--- config.mk ---
export PLATFORM = sky130hd
export DESIGN_NAME = mem_rmw_ctrl
export DESIGN_NICKNAME = d
export VERILOG_FILES = /design/src/rtl/mem_rmw_ctrl.sv
export SDC_FILE = /design/constraint.sdc
export NUM_CORES = 1
export LEC_CHECK = 0
export ABC_AREA = 1
export BUFFER_PORTS_ARGS = -buffer_cell sky130_fd_sc_hd__buf_2
export CAP_MARGIN = 10
export CORE_ASPECT_RATIO = 1.2
export CORE_UTILIZATION = 50
export DETAILED_ROUTE_END_ITERATION = 16
export PLACE_DENSITY = 0.84
export SLEW_MARGIN = 20
export SYNTH_ARGS = -nofsm -noshare
export SYNTH_HDL_FRONTEND = slang
export SYNTH_SLANG_ARGS = --single-unit
--- constraint.sdc ---
create_clock -name clk -period 3.2 [get_ports clk]
set_clock_uncertainty 0.1 [all_clocks]
set_input_delay 0.16 -clock clk [delete_from_list [all_inputs] [get_ports clk]]
set_output_delay 0.16 -clock clk [all_outputs]
set_load 0.03 [all_outputs]
--- src/rtl/mem_rmw_ctrl.sv ---
// Sub-word store controller: loads and aligned word stores pass straight through,
// while SB/SH become a stalled two-cycle read-modify-write of the containing word.
module mem_rmw_ctrl #(
    parameter int unsigned DM_ADDRESS = 9,
    parameter int unsigned DATA_W     = 32,
    parameter int unsigned CNT_W      = 16
) (
    input  logic                  clk,
    input  logic                  reset_n,
    input  logic                  MemRead,
    input  logic                  MemWrite,
    input  logic [DM_ADDRESS-1:0] addr,
    input  logic [DATA_W-1:0]     wdata,
    input  logic [2:0]            Funct3,
    output logic                  dm_MemRead,
    output logic                  dm_MemWrite,
    output logic [DM_ADDRESS-1:0] dm_a,
    output logic [DATA_W-1:0]     dm_wd,
    output logic [2:0]            dm_Funct3,
    input  logic [DATA_W-1:0]     dm_rd,
    output logic                  stall,
    output logic                  misalign_err,
    output logic [CNT_W-1:0]      rmw_count
);

    localparam logic [2:0] F3_WORD = 3'b010;
    localparam logic [1:0] SZ_BYTE = 2'b00;
    localparam logic [1:0] SZ_HALF = 2'b01;

    typedef enum logic {
        IDLE  = 1'b0,
        WRITE = 1'b1
    } state_t;

    // Captured sub-word store; only the low halfword of data is ever merged.
    typedef struct packed {
        logic [DM_ADDRESS-1:0] addr;
        logic [15:0]           wdata;
        logic [1:0]            size;
    } op_t;

    state_t           state_q, state_d;
    op_t              op_q, op_d;
    logic [DATA_W-1:0] old_q, old_d;
    logic [CNT_W-1:0] cnt_q, cnt_d;

    logic              is_load;
    logic              is_store;
    logic              sub_word;
    logic              misaligned;
    logic [DATA_W-1:0] merged;

    // Request decode; a load wins over a simultaneous store.
    always_comb begin
        is_load    = MemRead;
        is_store   = MemWrite & ~MemRead;
        sub_word   = 1'b0;
        misaligned = 1'b0;
        if (is_store) begin
            case (Funct3[1:0])
                SZ_BYTE: sub_word = 1'b1;
                SZ_HALF: begin
                    sub_word   = ~addr[0];
                    misaligned = addr[0];
                end
                default: misaligned = (addr[1:0] != 2'b00);
            endcase
        end
    end

    // Lane merge of the captured store into the previously read word.
    always_comb begin
        merged = old_q;
        if (op_q.size == SZ_BYTE) begin
            merged[{op_q.addr[1:0], 3'b000} +: 8] = op_q.wdata[7:0];
        end else begin
            merged[{op_q.addr[1], 4'b0000} +: 16] = op_q.wdata[15:0];
        end
    end

    // Next-state and memory-side outputs.
    always_comb begin
        state_d      = state_q;
        op_d         = op_q;
        old_d        = old_q;
        cnt_d        = cnt_q;
        dm_MemRead   = 1'b0;
        dm_MemWrite  = 1'b0;
        dm_a         = addr;
        dm_wd        = wdata;
        dm_Funct3    = Funct3;
        stall        = 1'b0;
        misalign_err = 1'b0;

        case (state_q)
            IDLE: begin
                if (is_load) begin
                    dm_MemRead = 1'b1;
                end else if (sub_word) begin
                    dm_MemRead = 1'b1;
                    dm_a       = {addr[DM_ADDRESS-1:2], 2'b00};
                    dm_Funct3  = F3_WORD;
                    stall      = 1'b1;
                    old_d      = dm_rd;
                    op_d.addr  = addr;
                    op_d.wdata = wdata[15:0];
                    op_d.size  = Funct3[1:0];
                    state_d    = WRITE;
                end else if (misaligned) begin
                    misalign_err = 1'b1;
                end else if (is_store) begin
                    dm_MemWrite = 1'b1;
                end
            end
            WRITE: begin
                dm_MemWrite = 1'b1;
                dm_a        = {op_q.addr[DM_ADDRESS-1:2], 2'b00};
                dm_Funct3   = F3_WORD;
                dm_wd       = merged;
                state_d     = IDLE;
                cnt_d       = (cnt_q == {CNT_W{1'b1}}) ? cnt_q : cnt_q + CNT_W'(1);
            end
            default: state_d = IDLE;
        endcase

        // Reset silences the memory port so an interrupted RMW never writes.
        if (!reset_n) begin
            dm_MemRead   = 1'b0;
            dm_MemWrite  = 1'b0;
            stall        = 1'b0;
            misalign_err = 1'b0;
        end
    end

    always_ff @(posedge clk) begin
        if (!reset_n) begin
            state_q <= IDLE;
            op_q    <= '0;
            old_q   <= '0;
            cnt_q   <= '0;
        end else begin
            state_q <= state_d;
            op_q    <= op_d;
            old_q   <= old_d;
            cnt_q   <= cnt_d;
        end
    end

    assign rmw_count = cnt_q;

endmodule

Word-level counts from Yosys, hierarchy flattened

Index checks and enable logic that the tools add are counted.
W data, S select, Z words.

Register bits after elaboration: 76
Output and inout bits: 64

Add/sub/neg operators: 3
Eq/ne operators: 2
Shift-type cells: 4
Mux-type cells: 33
Bitwise operators: 5
Reductions and logical operators: 5

Operators with widths:

| cell                      | number |
|---|---|
| $bwmux W32                | 2 |
| $mux W32                  | 2 |
| $shift A16 B7 Y32 const A | 1 |
| $shift A8 B7 Y32 const A  | 1 |
| $shiftx A16 B7 Y32        | 1 |
| $shiftx A8 B7 Y32         | 1 |
| $mux W1                   | 19 |
| $pmux W9 S2               | 1 |
| $add A16 B1 Y16 const B   | 1 |
| $eq A16 B16 Y1 const B    | 1 |
| $neg A5 Y7                | 2 |
| $pmux W1 S2               | 4 |
| $mux W3                   | 2 |
| $pmux W3 S2               | 1 |
| $logic_not A2 Y1          | 2 |
| $mux W2                   | 2 |
| $not A1 Y1                | 4 |
| $reduce_and A3 Y1         | 1 |
| $eq A2 B1 Y1 const B      | 1 |
| $reduce_and A2 Y1         | 1 |
| $reduce_bool A2 Y1        | 1 |
| $and A1 B1 Y1             | 1 |

Logic depth before layout (Yosys ltp)

Gate-level depths: netlist of run 1.

Depth after elaboration: 8
Gate-level depth with buffers: 9
Gate-level depth less buffers: 9

Worst setup path before layout of run 1

Ideal clock, no wire load.

Path kind: register to output
Start point: register op_q[18] (netlist bit)
End point: output dm_wd[0]
Arrival: 1920 ps
Slack: 1020 ps
Cell stages (with the launch flop): 9
Path through: dfxtp_1 -> buf_2 -> inv_1 -> ha_1 -> inv_1 -> nand3_1 -> o21ai_2 -> nand2_1 -> a31oi_1

Word-level cells in the longest chain between the ends: 5

RTL lines:

| element                                               | line | RTL |
|---|---|---|
| start, declared                                       | 43   | `op_t op_q, op_d;` |
| start signal, assigned                                | 143  | `op_q <= op_d;` |
| $neg A5 Y7 (*)                                        | 75   | `merged[{op_q.addr[1:0], 3'b000} +: 8] = op_q.wdata[7:0];` |
| $shiftx A8 B7 Y32 or $shift A8 B7 Y32 (tied branches) | 75   |  |
| $bwmux W32 (*)                                        | 75   |  |
| $mux W32 (*)                                          | 74   | `if (op_q.size == SZ_BYTE) begin` |
| $mux W32 (*)                                          | 95   | `case (state_q)` |
| end, declared                                         | 18   | `output logic [DATA_W-1:0] dm_wd,` |

Every way passes the cells marked *; elsewhere a longest branch is shown, timed or not.

Final worst setup path of run 1

Start point: register op_q[18] (netlist bit)
End point: output dm_wd[17]

The elaborated chain is that of the path after synthesis.

==> results of run 1 <==
worst min-delay path: cells and delay by family:
kind,cells,cell delay (ps)
AO/OA/AOI/OAI,2,190
buffers and inverters,1,70
cells in the final DEF (no fill, tap or decap), drive strengths merged:
cell / n
dfxtp: 76
o211ai: 1
ha: 6
a21oi: 56
bufinv: 2
inv: 62
nand3: 46
nor3: 3
nand2: 140
a31oi: 8
clkinv: 2
xor2: 5
clkbuf: 10
xnor2: 2
nand4: 7
o2111ai: 22
o22ai: 1
dlygate4sd3: 31
nand3b: 7
o21ai: 94
clkinvlp: 2
o31ai: 1
buf: 152
nor2: 121
layout make-up:
cell class	instances	area, um^2	area share
timing repair buffer	183	1094	0.1898
sequential	76	1523	0.2643
clock inverter	6	88.84	0.01542
multi-input combinational	520	2549	0.4424
clock buffer	10	127.6	0.02215
tap	117	146.4	0.02541
inverter	62	232.7	0.04040
metrics by stage:
step / worst slack (ps) / instance area, um^2 / std cells
detailed placement: 782.0 / 5234 / 927
finish: 339.6 / 5761 / 974
global route: 95.70 / 5761 / 974
global placement: 852.1 / 5234 / 927
floorplan: 1020 / 4543 / 704
CTS: 392.0 / 5761 / 974
where the power goes:
group	total [W]	internal, W	switching (W)
Clock	0.000797	0.000439	0.000358
Combinational	0.000428	0.000155	0.000273
Sequential	0.00101	0.000980	0.0000273
Total	0.00223	0.00157	0.000659
flip-flops by register name, summed over array words and instances, names as in the netlist:
name,flops
old_q,32
op_q,27
rmw_count,16
state_q,1
metal layers:
layer	share of wire	GRT usage
met1	0.42	0.3497
met2	0.49	0.4791
met4	0.027	0.1259
met5	0	0
met3	0.061	0.02950
logic make-up (layout without fill, tap and decap cells):
group | Yosys count | in the layout | share of synthesized area
flops | 76 | 76 | 0.3349
simple gates | 324 | 324 | 0.3002
compound gates | 183 | 183 | 0.2308
buf+inv | 108 | 261 | 0.1041
fa+ha+maj | 6 | 6 | 0.01652
xor+xnor | 7 | 7 | 0.01350
final timing paths:
kind / to / slack (ps) / cells past startpoint
setup / recovery: dm_wd[17] / 340 / 9
hold / removal: old_q[15] / 7 / 3
setup reg to reg: old_q[24] / 990 / 6
hold reg to reg: op_q[1] / 350 / 2
timing repair:
| action | CTS | global route |
|---|---|---|
| hold endpoints to repair | 31 | 0 |
| resized for setup | 0 | 0 |
| hold buffers | 31 | 0 |
| endpoints found under the setup margin | 0 | 0 |
==> impl_metrics.env, run 1 <==
export IMPL_critPathArrivalTime_ps=2600
export IMPL_synth_fp_nets=790
export IMPL_start_util=0.5220
export IMPL_wire_per_inst_um=13.62
export IMPL_reg2reg_from="state_q"
export IMPL_end_kind="primary output"
export IMPL_num_rows=37
export IMPL_cts_buffers=9
export IMPL_dp_hpwl_um=9077
export IMPL_syn_avg_cell_area_um2=6.453
export IMPL_max_freq_mhz=349.6
export IMPL_p_per_area_nw_per_um2=387.7
export IMPL_synth_cell_types=30
export IMPL_drv_slew=0
export IMPL_grt_max_degree=48
export IMPL_critical_path_top_delay_family="flip-flops"
export IMPL_leakage_nw=2.559
export IMPL_fin_util=0.6619
export IMPL_vias=5293
export IMPL_cp_start_kind="register"
export IMPL_cp_max_fo=12
export IMPL_dr_pass1_iters=5
export IMPL_clk_pin_slew_ps=80
export IMPL_worstSetupPathType="register to primary output"
export IMPL_die_area_um2=9473
export IMPL_synth_area_leaders="dfxtp_1 (33%), nand2_1 (11%), o21ai_0 (9.5%)"
export IMPL_min_from="dm_rd[15]"
export IMPL_worstPathRequired_ps=2940
export IMPL_cts_tree="yes"
export IMPL_synth_top_area_cell="dfxtp_1"
export IMPL_h_tree_depth=3
export IMPL_postCtsSetupBuffers=0
export IMPL_crit_buf_inv=3
export IMPL_setup_viol=0
export IMPL_synth_commonest_cells="nand2_1 (136), nor2_1 (112), o21ai_0 (86)"
export IMPL_synth_seq_cells=76
export IMPL_fp_dieW_um=89.02
export IMPL_period_minus_slack_ps=2860
export IMPL_irDropWorstVdd_mv=0.2376
export IMPL_via_per_inst=5.434
export IMPL_post_route_drc_count=0
export IMPL_place_gp_congestion=0.9071
export IMPL_worst_path_max_delay_cell="dfxtp_1"
export IMPL_grt_usage=0.2803
export IMPL_area_delta_synth_final_pct=26.80
export IMPL_relSlewSlack=0.5157
export IMPL_cpMostUsedCell="inv_1"
export IMPL_async_reset_ff_frac=0
export IMPL_die_h_um=106.4
export IMPL_synth_area_um2=4543
export IMPL_fillCellCount=799
export IMPL_tns_ps=0
export IMPL_yosysWarnings=0
export IMPL_grt_pass1_wl_um=21140
export IMPL_antenna_left=0
export IMPL_cp_cell_sequence="inv_1, ha_1, inv_1, nor2_1, nand3_1, o21ai_0, o2111ai_1, nand2_1, buf_2"
export IMPL_clk_latency_ps=340
export IMPL_worst_hold_slack_ps=6.791
export IMPL_rsz0062_at_grt="no"
export IMPL_ioPinCount=144
export IMPL_port_buffers=143
export IMPL_cap_viol_max_count=0
export IMPL_antenna_cells=0
export IMPL_antenna_found_initial=0
export IMPL_ys_seq_area_frac=0.3349
export IMPL_crit_start="op_q[18]"
export IMPL_synth_most_common_cell="nand2_1"
export IMPL_core_um2=8703
export IMPL_clk_path_buf_depth=2
export IMPL_slowest_delay_ps=560
export IMPL_fin_total_pwr_w=0.002233
export IMPL_finalHoldViolations=0
export IMPL_hold_path_class="input pin to register"
export IMPL_grt_pass1_vias=4757
export IMPL_dominantRegCellSynth="dfxtp_1"
export IMPL_drive_above_1_share=0.2252
export IMPL_num_nets_final=938
export IMPL_status="finished, final reports clean"
export IMPL_cts_sinks=76
export IMPL_synth_edf_count=0
export IMPL_routed_wl_um=13270
export IMPL_synth_top_area_frac=0.3349
export IMPL_drt_iter0_drc=341
export IMPL_cts_root_buf="clkbuf_8"
export IMPL_min_period_over_period=0.8939
export IMPL_worst_pin_slew_ps=725.4
export IMPL_grt_overflow_total=0
export IMPL_synth_cells=704
Power figures use the tool's default switching activity.
==> run 2, diff against run 1 <==
Settings changed: ABC_AREA 1 to not set, PLACE_DENSITY 0.84 to 0.85.
==> impl_metrics.env, run 2 <==
export IMPL_antenna_left=0
export IMPL_critPathArrivalTime_ps=2660
export IMPL_reg2reg_from="state_q"
export IMPL_fillCellCount=643
export IMPL_drt_iter0_drc=338
export IMPL_met1_usage=0.3763
export IMPL_synth_top_area_frac=0.3658
export IMPL_port_buffers=143
export IMPL_synth_cell_types=49
export IMPL_cts_root_buf="clkbuf_8"
export IMPL_ys_seq_area_frac=0.3658
export IMPL_setup_ws_ps=275.9
export IMPL_r2r_setup_slack_ps=930
export IMPL_synth_most_common_cell="nand2_1"
export IMPL_yosysWarnings=0
export IMPL_antenna_found_initial=0
export IMPL_drv_slew=0
export IMPL_finalHoldViolations=0
export IMPL_max_freq_mhz=342.0
export IMPL_synth_top_area_cell="dfxtp_1"
export IMPL_hold_path_class="input pin to register"
export IMPL_postCtsSetupBuffers=0
export IMPL_dominantRegCellSynth="dfxtp_1"
export IMPL_vias=4920
export IMPL_grt_usage=0.3135
export IMPL_largest_register_ffs=32
export IMPL_end_kind="primary output"
export IMPL_async_reset_ff_frac=0
export IMPL_area_delta_synth_final_pct=36.43
export IMPL_p_int_w=0.001538
export IMPL_cts_sinks=76
export IMPL_worst_path_max_delay_cell="a21boi_1"
export IMPL_slowest_delay_ps=520
export IMPL_core_um2=8108
export IMPL_crit_start="op_q[18]"
export IMPL_post_route_drc_count=0
export IMPL_grt_max_degree=52
export IMPL_cap_viol_max_count=0
export IMPL_regMostFlops="old_q"
export IMPL_setup_viol=0
export IMPL_h_tree_depth=3
export IMPL_final_common_cell="buf_2"
export IMPL_irDropWorstVdd_mv=0.2938
export IMPL_hold_buffers=57
export IMPL_fp_dieW_um=85.26
export IMPL_cp_max_fo=8
export IMPL_leakage_nw=2.327
export IMPL_power_frac_seq=0.461
export IMPL_clk_latency_ps=350
export IMPL_syn_avg_cell_area_um2=7.387
export IMPL_clk_path_buf_depth=2
export IMPL_antenna_cells=0
export IMPL_synth_area_leaders="dfxtp_1 (37%), nand2_1 (11%), a21oi_1 (9.1%)"
export IMPL_dp_slack_ps=697.2
export IMPL_tns_ps=0
export IMPL_synth_commonest_cells="nand2_1 (125), a21oi_1 (76), dfxtp_1 (76)"
export IMPL_synth_cells=563
export IMPL_die_h_um=101.9
export IMPL_synth_area_um2=4159
export IMPL_dr_pass1_iters=7
export IMPL_clock_power_share=0.353
export IMPL_cts_buffers=9
export IMPL_place_gp_congestion=0.8520
export IMPL_cts_resized=0
export IMPL_worstSetupPathType="register to primary output"
export IMPL_min_from="addr[0]"
export IMPL_cts_tree="yes"
export IMPL_start_util=0.5130
export IMPL_num_nets_final=829
export IMPL_via_per_inst=5.836
export IMPL_grt_met3_usage=0.05412
export IMPL_worstPathRequired_ps=2940
export IMPL_cp_start_kind="register"
export IMPL_relSlewSlack=0.5017
export IMPL_routed_wl_um=13360
export IMPL_switching_share=0.2830
export IMPL_synth_fp_nets=649
export IMPL_num_rows=36
export IMPL_period_minus_slack_ps=2924
export IMPL_use_met2=0.5378
export IMPL_worst_pin_slew_ps=746.0
export IMPL_rsz0062_at_grt="no"
export IMPL_synth_seq_cells=76
export IMPL_final_cell_mix="buf_2 (143), nand2_1 (125), a21oi_1 (76)"
export IMPL_drive_above_1_share=0.2687
export IMPL_grt_busiest_layer="met2"
export IMPL_synth_edf_count=0
export IMPL_p_per_area_nw_per_um2=378.1
export IMPL_status="finished, final reports clean"
export IMPL_grt_pass1_vias=4746
export IMPL_wire_per_inst_um=15.85
export IMPL_min_period_over_period=0.9138
export IMPL_grt_pass1_wl_um=21770
export IMPL_p_switching_w=0.0006071
export IMPL_ioPinCount=144
export IMPL_dp_hpwl_um=8454
export IMPL_grt_overflow_total=0
export IMPL_die_area_um2=8688
export IMPL_cp_cell_sequence="inv_1, ha_1, nor4b_1, nand3_1, a21boi_1, a221o_1, buf_2"
export IMPL_pwr_share_comb=0.186
export IMPL_clk_pin_slew_ps=80
run 2: changes by cell type in the layout (fill, tap and decap cells not counted), sizes merged, moves of 8 or more:
cell / change
nand2: -14
nand3: -40
nor2: -103
o2111ai: -22
inv: -27
a221o: +8
nor2b: +10
a21oi: +21
a31oi: +13
a22oi: +8
dlygate4sd3: +26
mux2: +23
o22ai: +15
o21ai: -57
run 2: area by class of cell:
cell class / count / area, um^2 / area share
multi-input cells: 413 / 2352 / 0.4146
flip-flops and latches: 76 / 1523 / 0.2684
repair buffers: 208 / 1346 / 0.2373
clock buffers: 12 / 155.1 / 0.02734
inverters: 35 / 131.4 / 0.02315
well taps: 95 / 118.9 / 0.02095
clock inverters: 4 / 47.55 / 0.008379
run 2: power groups by stage:
stage,sequential [W],clock [W],combinational [W]
global placement,0.00101,0,0.000328
global route,0.000992,0.000805,0.000430
floorplan,0.00100,0,0.000222
detailed placement,0.00101,0,0.000336
CTS,0.000988,0.000764,0.000390
finish,0.000990,0.000757,0.000399
run 2: logic make-up after synthesis:
logic type	Yosys count	synth area share
buffers and inverters	74	0.07009
adder cells (fa/ha/maj)	6	0.01805
AO/OA/AOI/OAI	180	0.2530
XOR/XNOR	1	0.002106
AND/OR/NAND/NOR	202	0.2262
flip-flops	76	0.3658
multiplexers	24	0.06468
run 2: per-layer routing:
metal | vias to the layer above | part of all wire
met2 | 238 | 0.50
met3 | 61 | 0.060
li1 | 2332 | -
met4 | 0 | 0.045
met1 | 2289 | 0.40
met5 | - | 0
run 2: final timing paths:
| kind | end | depth (start not counted) |
|---|---|---|
| worst max-delay path | dm_wd[20] | 7 |
| worst min-delay path | op_q[18] | 3 |
| worst max register to register | rmw_count[11] | 4 |
| worst min register to register | op_q[24] | 2 |
run 2: through the flow:
step	util	power [W]	hold WS, ps	instances	cell area [um^2]
after floorplan	-	0.001223	196.0	563	4159
after global placement	0.6045	0.001338	301.0	770	4901
after detailed placement	0.6045	0.001347	305.2	770	4901
after CTS	0.6998	0.002143	4.848	843	5674
after global routing	0.6998	0.002227	14.51	843	5674
final	0.6998	0.002145	7.944	843	5674
run 2: critical path, delay by kind of cell (launching register included):
family          cells  cell delay, ps
compound gates      2             790
flops               1             440
simple gates        2             380
fa+ha+maj           1             360
buf+inv             2             340
==> run 3, diff against run 2 <==
Settings changed: CELL_PAD_IN_SITES_DETAIL_PLACEMENT set to 0, CELL_PAD_IN_SITES_GLOBAL_PLACEMENT set to 1, CORE_UTILIZATION 50 to 38, PLACE_DENSITY 0.85 to 0.9.
==> impl_metrics.env, run 3 (same netlist as run 2, synthesis figures left out) <==
export IMPL_status="finished, final reports clean"
export IMPL_grt_overflow_total=0
export IMPL_cts_buffers=9
export IMPL_grt_max_degree=60
export IMPL_grt_pass1_wl_um=20580
export IMPL_antenna_found_initial=0
export IMPL_clk_pin_slew_ps=50
export IMPL_port_buffers=143
export IMPL_leakage_nw=2.348
export IMPL_num_rows=41
export IMPL_worstSetupPathType="register to primary output"
export IMPL_p_per_area_nw_per_um2=394.4
export IMPL_routed_wl_um=13030
export IMPL_h_tree_depth=3
export IMPL_period_minus_slack_ps=2869
export IMPL_largest_register_ffs=32
export IMPL_dr_pass1_iters=4
export IMPL_drt_iter0_drc=221
export IMPL_post_route_drc_count=0
export IMPL_worst_pin_slew_ps=674.3
export IMPL_fp_dieW_um=97.50
export IMPL_worstPathRequired_ps=2940
export IMPL_antenna_cells=0
export IMPL_setup_viol=0
export IMPL_drv_slew=0
export IMPL_drive_above_1_share=0.2694
export IMPL_place_gp_congestion=0.8259
export IMPL_irDropWorstVdd_mv=0.2181
export IMPL_fillCellCount=1030
export IMPL_vias=4632
export IMPL_tns_ps=0
export IMPL_area_delta_synth_final_pct=38.48
export IMPL_final_common_cell="buf_2"
export IMPL_core_um2=10570
export IMPL_hold_path_class="input pin to register"
export IMPL_cp_max_fo=11
export IMPL_relSlewSlack=0.5496
export IMPL_wire_per_inst_um=14.90
export IMPL_clk_path_buf_depth=2
export IMPL_dp_hpwl_um=8765
export IMPL_num_nets_final=828
export IMPL_cap_viol_max_count=0
export IMPL_antenna_left=0
export IMPL_setup_ws_ps=331.1
export IMPL_cp_start_kind="register"
export IMPL_cts_sinks=76
export IMPL_die_h_um=116.6
export IMPL_worst_hold_slack_ps=17.41
export IMPL_rsz0062_at_grt="no"
export IMPL_die_area_um2=11370
export IMPL_postCtsSetupBuffers=0
export IMPL_start_util=0.3936
export IMPL_ioPinCount=144
export IMPL_via_per_inst=5.294
export IMPL_grt_pass1_vias=4277
export IMPL_grt_usage=0.2241
export IMPL_fin_total_pwr_w=0.002271
export IMPL_clk_latency_ps=330
export IMPL_regMostFlops="old_q"
export IMPL_final_cell_mix="buf_2 (143), nand2_1 (125), a21oi_1 (76)"
export IMPL_dp_slack_ps=467.7
export IMPL_end_kind="primary output"
export IMPL_critPathArrivalTime_ps=2610
export IMPL_max_freq_mhz=348.6
export IMPL_cts_tree="yes"
export IMPL_finalHoldViolations=0
export IMPL_cts_root_buf="clkbuf_16"
export IMPL_min_period_over_period=0.8965
run 3: cell types whose count changed in the layout (fill, tap and decap cells not counted), sizes merged:
cell	before	now
dlygate4sd3	57	55
buf	151	152
bufinv	1	0
clkinv	2	3
clkinvlp	1	0
run 3: metrics by stage:
step | utilization | instances | cell area [um^2]
floorplan | - | 563 | 4159
global placement | 0.4687 | 805 | 4954
detailed placement | 0.4687 | 805 | 4954
CTS | 0.5446 | 875 | 5756
global route | 0.5450 | 875 | 5759
finish | 0.5450 | 875 | 5759
run 3: repair_timing:
action / CTS / global route
endpoints found under the hold margin: 55 / 0
hold buffers: 55 / 0
endpoints found under the setup margin: 0 / 8
gates resized for setup: 0 / 1
run 3: path summary, 6_finish.rpt:
check,start,to,slack (ps),cells after the start
worst min-delay path,addr[1],op_q[19],20,3
worst max register to register,rmw_count[0],rmw_count[9],1250,6
worst max-delay path,op_q[19],dm_wd[17],330,7
worst min register to register,old_q[4],old_q[4],350,2
run 3: critical path, stage by stage, from the launching register on:
cell and delay [ps]:
dfxtp_1 580, inv_1 150, ha_1 360, nor4b_1 270
nand3_1 130, a21boi_2 360, a221o_1 230, buf_2 190
run 3: routing by layer:
layer | global-route usage | routed length [um] | up-vias | part of all wire
met5 | 0 | 0 | - | 0
met4 | 0.07843 | 187 | 0 | 0.014
met3 | 0.04608 | 644 | 16 | 0.049
met2 | 0.3949 | 6530 | 126 | 0.50
met1 | 0.2729 | 5672 | 2163 | 0.44
li1 | - | - | 2327 | -
run 3: power by group:
part	total (W)	switching, W	leakage, nW	internal [W]
clock	0.000890	0.000373	0.126	0.000517
sequential	0.000989	0.0000201	0.616	0.000969
combinational	0.000393	0.000224	1.61	0.000169
total	0.00227	0.000617	2.35	0.00165
run 3: area by class of cell:
type / count / area, um^2 / share of cell area
clock inverter: 3 / 15.01 / 0.002607
tap: 129 / 161.4 / 0.02803
timing repair buffer: 207 / 1334 / 0.2316
clock buffer: 12 / 236.5 / 0.04106
multi-input combinational: 413 / 2359 / 0.4095
inverter: 35 / 131.4 / 0.02281
sequential: 76 / 1523 / 0.2644
